--- src/rtl/mem_port_arbiter.sv ---
`default_nettype none
// ============================================================================
// Module   : mem_port_arbiter
// Purpose  : Shares one single-ported fixed-latency memory between the fetch
//            stage and the memory stage. Grants one requester at a time,
//            holds the port for MEM_LATENCY cycles, returns registered read
//            data with a one-cycle ready pulse and drives the stall signals.
// Options  : MEM_ARB_RR_EN - round-robin priority between fetch and data
//            (default build: strict data-over-fetch priority).
// Revision : 1.0 - initial release
// ============================================================================
module mem_port_arbiter #(
  parameter int MEM_LATENCY = 2,
  parameter int ADDR_W      = 32,
  parameter int DATA_W      = 32
) (
  input  logic              clk,
  input  logic              rst_n,
  input  logic              if_req,
  input  logic [ADDR_W-1:0] if_addr,
  output logic [DATA_W-1:0] if_rdata,
  output logic              if_ready,
  input  logic              dm_req,
  input  logic              dm_we,
  input  logic [ADDR_W-1:0] dm_addr,
  input  logic [DATA_W-1:0] dm_wdata,
  output logic [DATA_W-1:0] dm_rdata,
  output logic              dm_ready,
  output logic              mem_en,
  output logic              mem_we,
  output logic [ADDR_W-1:0] mem_addr,
  output logic [DATA_W-1:0] mem_wdata,
  input  logic [DATA_W-1:0] mem_rdata,
  output logic              stall_f,
  output logic              stall_m
);

  typedef enum logic [1:0] {
    IDLE   = 2'd0,
    BUSY_I = 2'd1,
    BUSY_D = 2'd2,
    DONE   = 2'd3
  } state_t;

  // Counter start value: the access ends when the counter reaches zero.
  localparam logic [3:0] CNT_INIT = 4'(MEM_LATENCY - 1);

  state_t            r_state;
  state_t            w_state_next;
  logic [3:0]        r_cnt;
  logic              r_we;
  logic [ADDR_W-1:0] r_addr;
  logic [DATA_W-1:0] r_wdata;
  logic [DATA_W-1:0] r_if_rdata;
  logic [DATA_W-1:0] r_dm_rdata;
  logic              r_if_ready;
  logic              r_dm_ready;
  logic              w_pick_d;
  logic              w_grant_d;
  logic              w_grant_i;
  logic              w_busy;
  logic              w_last;

  assign w_busy = (r_state == BUSY_I) || (r_state == BUSY_D);
  assign w_last = w_busy && (r_cnt == 4'd0);

`ifdef MEM_ARB_RR_EN
  // 1 = data stage won the most recent grant, 0 = fetch (reset value)
  logic r_last_grant;

  // Remember the most recent winner so contention alternates
  always_ff @(posedge clk or negedge rst_n) begin
    if (!rst_n) begin
      r_last_grant <= 1'b0;
    end else if (w_grant_d) begin
      r_last_grant <= 1'b1;
    end else if (w_grant_i) begin
      r_last_grant <= 1'b0;
    end
  end

  // Under contention the requester that did not win last time goes first
  assign w_pick_d = dm_req & (~if_req | ~r_last_grant);
`else
  // Data accesses always take precedence over instruction fetch
  assign w_pick_d = dm_req;
`endif

  // State register
  always_ff @(posedge clk or negedge rst_n) begin
    if (!rst_n) begin
      r_state <= IDLE;
    end else begin
      r_state <= w_state_next;
    end
  end

  // Next-state logic and grant decisions; grants are only made from IDLE
  always_comb begin
    w_state_next = r_state;
    w_grant_d    = 1'b0;
    w_grant_i    = 1'b0;
    case (r_state)
      IDLE: begin
        if (w_pick_d) begin
          w_grant_d    = 1'b1;
          w_state_next = BUSY_D;
        end else if (if_req) begin
          w_grant_i    = 1'b1;
          w_state_next = BUSY_I;
        end
      end
      BUSY_I, BUSY_D: begin
        if (r_cnt == 4'd0) begin
          w_state_next = DONE;
        end
      end
      DONE: begin
        w_state_next = IDLE;
      end
      default: begin
        w_state_next = IDLE;
      end
    endcase
  end

  // Port registers are loaded only at the grant edge, then held for the access
  always_ff @(posedge clk or negedge rst_n) begin
    if (!rst_n) begin
      r_cnt   <= 4'd0;
      r_we    <= 1'b0;
      r_addr  <= '0;
      r_wdata <= '0;
    end else if (w_grant_d) begin
      r_cnt   <= CNT_INIT;
      r_we    <= dm_we;
      r_addr  <= dm_addr;
      r_wdata <= dm_wdata;
    end else if (w_grant_i) begin
      r_cnt   <= CNT_INIT;
      r_we    <= 1'b0;
      r_addr  <= if_addr;
    end else if (w_busy && (r_cnt != 4'd0)) begin
      r_cnt   <= r_cnt - 4'd1;
    end
  end

  // Capture read data in the last enabled cycle and raise ready for DONE
  always_ff @(posedge clk or negedge rst_n) begin
    if (!rst_n) begin
      r_if_rdata <= '0;
      r_dm_rdata <= '0;
      r_if_ready <= 1'b0;
      r_dm_ready <= 1'b0;
    end else begin
      r_if_ready <= w_last && (r_state == BUSY_I);
      r_dm_ready <= w_last && (r_state == BUSY_D);
      if (w_last && (r_state == BUSY_I)) begin
        r_if_rdata <= mem_rdata;
      end
      if (w_last && (r_state == BUSY_D) && !r_we) begin
        r_dm_rdata <= mem_rdata;
      end
    end
  end

  // Write enable is gated so a store never writes outside its enabled window
  assign mem_en    = w_busy;
  assign mem_we    = w_busy & r_we;
  assign mem_addr  = r_addr;
  assign mem_wdata = r_wdata;

  assign if_rdata  = r_if_rdata;
  assign dm_rdata  = r_dm_rdata;
  assign if_ready  = r_if_ready;
  assign dm_ready  = r_dm_ready;

  assign stall_f   = if_req & ~r_if_ready;
  assign stall_m   = dm_req & ~r_dm_ready;

endmodule
`default_nettype wire

--- config.mk ---
export PLATFORM = sky130hd
export DESIGN_NAME = mem_port_arbiter
export DESIGN_NICKNAME = d
export VERILOG_FILES = /design/src/rtl/mem_port_arbiter.sv
export SDC_FILE = /design/constraint.sdc
export NUM_CORES = 1
export LEC_CHECK = 0
export ABC_AREA = 0
export CAP_MARGIN = 10
export CORE_MARGIN = 1.5
export CORE_UTILIZATION = 40
export CTS_CLUSTER_DIAMETER = 40
export CTS_CLUSTER_SIZE = 14
export DETAILED_ROUTE_END_ITERATION = 7
export PLACE_DENSITY = 0.78
export SYNTH_ARGS = -nofsm -noshare
export SYNTH_HDL_FRONTEND = slang
export SYNTH_SLANG_ARGS = --single-unit
--- constraint.sdc ---
create_clock -name clk -period 2.4 [get_ports clk]
set_input_delay 0.36 -clock clk [delete_from_list [all_inputs] [get_ports clk]]
set_output_delay 0.36 -clock clk [all_outputs]
set_load 0.005 [all_outputs]
**Word-level counts from Yosys, hierarchy flattened**

Index checks and enable logic that the tools add are counted.
W data, S select, Z words.

- Bits in registers: 137
- Input port bits: 133
- Output and inout port bits: 134
- Logic and storage cells: 50

- Add/subtract/negate cells: 1
- Equality and inequality tests: 5
- Multiplexer cells: 16
- Bitwise logic cells: 5
- Reduce and logical (&&, ||, !) cells: 14

Operators with widths:

| operator | count |
|---|---|
| $mux W32 | 2 |
| $mux W4 | 3 |
| $mux W1 | 7 |
| $mux W2 | 3 |
| $pmux W2 S3 | 1 |
| $logic_and A1 B1 Y1 | 5 |
| $eq A2 B2 Y1 const B | 2 |
| $logic_not A4 Y1 | 1 |
| $reduce_bool A4 Y1 | 1 |
| $sub A4 B1 Y4 const B | 1 |
| $and A1 B1 Y1 | 3 |
| $ne A3 B3 Y1 const B | 1 |
| $reduce_bool A3 Y1 | 1 |
| $eq A2 B1 Y1 const B | 1 |
| $logic_not A2 Y1 | 1 |
| $ne A2 B2 Y1 const B | 1 |
| $not A1 Y1 | 2 |
| $reduce_and A2 Y1 | 1 |
| $reduce_bool A2 Y1 | 1 |
| $reduce_or A2 Y1 | 1 |
| $logic_not A1 Y1 | 1 |
| $logic_or A1 B1 Y1 | 1 |

**Depth between registers and ports, before layout**

- Depth in word-level cells: 6
- Gate-level depth with buffers: 7
- Mapped depth without buffers: 5

**Least setup slack after synthesis**

Ideal clock, no wire load.

- Path type: register to register
- Start: register r_state[0]
- End: register r_dm_rdata[10] (netlist: dm_rdata[10])
- Library setup time: 125 ps
- Arrival: 1,707 ps
- Data required time: 2,275 ps
- Setup slack: 568 ps
- Cell stages (with the launch flop): 8
- Path buffers: 2
- Period minus slack after synthesis: 1,832 ps
- Cells stage by stage: dfrtp_1 -> inv_1 -> ha_1 -> buf_2 -> and4bb_4 -> nand3b_4 -> buf_6 -> mux2_4

- Cells in the longest elaborated chain, start to end: 5
- Elaborated cells on any way between the ends: 6
- Classes of those cells: eq/ne: 2; reduce/logical: 4

Ends and longest elaborated chain:

| what | line | text |
|---|---|---|
| start, declared | 48 | `state_t r_state;` |
| start signal, assigned | 94 | `r_state <= w_state_next;` |
| $eq A2 B1 Y1 / $eq A2 B2 Y1 (equally long branches) | 64 | `assign w_busy = (r_state == BUSY_I) \|\| (r_state == BUSY_D);` |
| $logic_or A1 B1 Y1 (*) | 64 |  |
| net mem_en | 29 | `output logic mem_en,` |
| $logic_and A1 B1 Y1 (*) | 65 | `assign w_last = w_busy && (r_cnt == 4'd0);` |
| $logic_and A1 B1 Y1 (*) (2 in series) | 161 | `if (w_last && (r_state == BUSY_D) && !r_we) begin` |
| end signal, assigned | 162 | `r_dm_rdata <= mem_rdata;` |
| end, declared | 55 | `logic [DATA_W-1:0] r_dm_rdata;` |

The timed path passes the listed nets; every way through them passes the cells marked *.
A chain may end at the register's enable or synchronous reset.

**Worst setup path in the final report**

- Start: register r_state[0]
- End: output port mem_we

- Cells in the longest elaborated chain, start to end: 3
- Elaborated cells on any way between the ends: 4
- Classes of those cells: eq/ne: 2; bitwise: 1; reduce/logical: 1

Ends and longest elaborated chain:

| what | line | text |
|---|---|---|
| $eq A2 B1 Y1 / $eq A2 B2 Y1 (equally long branches) | 64 |  |
| $logic_or A1 B1 Y1 (*) | 64 |  |
| $and A1 B1 Y1 (*) | 169 | `assign mem_we = w_busy & r_we;` |
| end, declared | 30 | `output logic mem_we,` |

Every way passes the cells marked *; elsewhere a longest branch is shown, timed or not.

==> out/results.ini <==
[yosys]
ys_seq_elements=137
synthCells=395
postSynthAreaPerCell_sq_um=14.4
mappedNetlistNets=533
yosysWarnings=0
synth_cell_types=30
syn_area_sq_mm=0.00569
seq_area_frac_synth=0.602

[routing]
ant_nets=0
totalWireLength_um=14200
dr_total_vias=4135
wl_per_cell_um=16.5
drtIter0Drc=139
firstDrtPassIters=4
route.detailed.drc=0
viasPerCell=4.81

[finish]
n_antenna_cell=0
layout-drive-gt1-share=0.210
multiInputGateArea_sq_mm=0.00211
nFillCells=1043
mostFrequentLayoutCell=clkdlybuf4s50_1
final_cell_mix=clkdlybuf4s50_1 (265), dfrtp_1 (137), mux2_2 (66)
syn_to_final_growth_pct=60.9
ff_latch_area_sq_mm=0.00343
final_nets=805

[floorplanning]
core_area_sq_mm=0.0139
die-area_sq_mm=0.0150
fp.dieH_um=122
num_io_pins=267
start_util=0.410
rows=43
die_x_um=122

[timing]
slew_violations=0
hold_viol_final=0
worst_slack_ps=65.2
fin_crit_sh=0.973
max_freq_ghz=0.428
setup_viol=0
finClkSkew_ps=7.53
layout_min_cycle_time_ps=2330
worstMarginPinSlew_ps=481
slew_headroom=0.680
rsz0062_at_grt=false
setup_tns_ps=0

[worst_setup_path]
slowest_delay_ps=540
startpoint_type=register
cp.arrival_ps=1970
crit_path_cell_trace=inv_1 > ha_2 > and2_1 > clkdlybuf4s50_1
critPathTopFamily=buffers and inverters
path_buf_inv=2
crit_slowest_cell=clkdlybuf4s50_1
worstPathMaxFanout=10
crit_required_ps=2040
end_kind=output port
crit_type=register to output port

[flow_run]
drv_cap=0

[power]
peakVddDrop_v=0.000530
power.density_mw_per_mm2=1280
seqPwrFrac=0.350
switchingPower_uw=3310
intPower_uw=8450
p_sw_frac=0.282
p_leak_uw=0.00419
combPwrFrac=0.438
clockPowerShare=0.212

[placement]
io_buffer_count=266
place_ws_ps=282
place.gp.congestion=0.773
place_hpwl_um=10800

[grt]
grt-busiest-layer=met2
grt_overflow=0
grt_use_total=0.197
grt_pass1_wl_um=22600
grt_max_degree=57
grt_pass1_vias=4545
use_met1=0.220
grt_use_met2=0.342
gr-usage-met3=0.0711
antenna_found_initial=0

[clock_tree]
clock-sinks=137
clk_pin_slew_ps=50
clk_latency_ps=410
cts_tree=done
root_buffer=clkbuf_16
cts_buffers=17
cts_buffer_depth=2
htreeDepth=4

[worst_hold_path]
min_path_type=input pin to asynchronous set/reset pin

[run_status]
outcome=completed

## synthesized netlist by cell type
cell type | n | area [sq um]
a211o_1 | 1 | 8.76
a21oi_1 | 2 | 10.0
a2bb2oi_1 | 1 | 8.76
a31o_2 | 1 | 8.76
a32o_1 | 1 | 10.0
and2_1 | 2 | 12.5
and4bb_4 | 1 | 16.3
buf_2 | 10 | 50.1
buf_4 | 2 | 15.0
buf_6 | 6 | 67.6
clkbuf_1 | 3 | 11.3
dfrtp_1 | 137 | 3430
ha_1 | 5 | 62.6
inv_1 | 7 | 26.3
mux2_2 | 66 | 743
mux2_4 | 30 | 450
mux2i_1 | 33 | 330
nand2_1 | 36 | 135
nand2_4 | 1 | 11.3
nand3_1 | 2 | 10.0
nand3b_4 | 1 | 20.0
nor2_1 | 2 | 7.51
nor2b_1 | 3 | 18.8
nor3b_1 | 1 | 7.51
nor4_1 | 1 | 6.26
nor4b_1 | 1 | 8.76
o21a_1 | 1 | 7.51
o21ai_0 | 36 | 180
o2bb2ai_1 | 1 | 8.76
or3b_2 | 1 | 8.76
## area by class of cell
cell class	count	share of cell area
flip-flops and latches	137	0.375
well taps	180	0.0246
multi-input cells	230	0.231
clock buffers	19	0.0484
inverters	7	0.00287
repair buffers	274	0.305
clock inverters	13	0.0141
## power groups by stage
stage          sequential [uW]  combinational, uW  clock, uW
6_report                  4120               5150       2490
2_1_floorplan             4160               2090          0
3_5_place_dp              4140               5210          0
3_3_place_gp              4080               5070          0
5_1_grt                   4270               5590       2670
4_1_cts                   4120               5240       2560
## sequential cells by signal, indices dropped and copies added, names as in the netlist, 2 cells and up
register	count
dm_rdata	32
mem_addr	32
r_state	2
mem_wdata	32
if_rdata	32
r_cnt	4
## through the flow
| step | cells | power, uW | utilization | hold WS [ps] | instance area (sq um) |
|---|---|---|---|---|---|
| finish | 860 | 11800 | 0.659 | 456 | 9150 |
| global route | 860 | 12500 | 0.659 | 501 | 9150 |
| CTS | 860 | 11900 | 0.659 | 460 | 9150 |
| detailed placement | 827 | 9350 | 0.617 | 328 | 8570 |
| global placement | 827 | 9150 | 0.617 | 323 | 8570 |
| floorplan | 395 | 6250 | - | 64.4 | 5690 |
## final timing paths
path	slack, ps	to	cells after the start	start
worst max register to register	300	dm_rdata[27]	6	r_state[0]
worst min-delay path	460	if_rdata[9]	2	rst_n
max in group asynchronous	1160	if_rdata[30]	3	rst_n
worst max-delay path	70	mem_we	4	r_state[0]
min in group clk	480	mem_addr[27]	2	mem_addr[27]
worst min register to register	480	mem_addr[27]	2	mem_addr[27]
## repair_timing
action | in CTS | in global routing
endpoints found under the setup margin | 1 | 0
gates resized for setup | 1 | 0
setup buffers | 0 | 0
hold buffers | 1 | 0
endpoints found under the hold margin | 49 | 0
## routing by layer
metal  vias to the layer above  routed length [um]  part of all wire
met5                         -                   0                 0
met4                         0                 327             0.023
met3                        23                1090             0.077
met2                       157                7370              0.52
met1                      2025                5390              0.38
li1                       1930                   -                 -
## logic make-up (layout without fill, tap and decap cells)
logic type                 after synthesis  in the layout  share of synthesized area
buffers and inverters                   28            313                     0.0299
muxes                                  129            129                      0.268
DFF                                    137            137                      0.602
and+or+nand+nor                         52             52                     0.0462
AOI/OAI and AO/OA                       44             44                     0.0427
adders and majority gates                5              5                     0.0110
(Power assumes the default switching activity.)
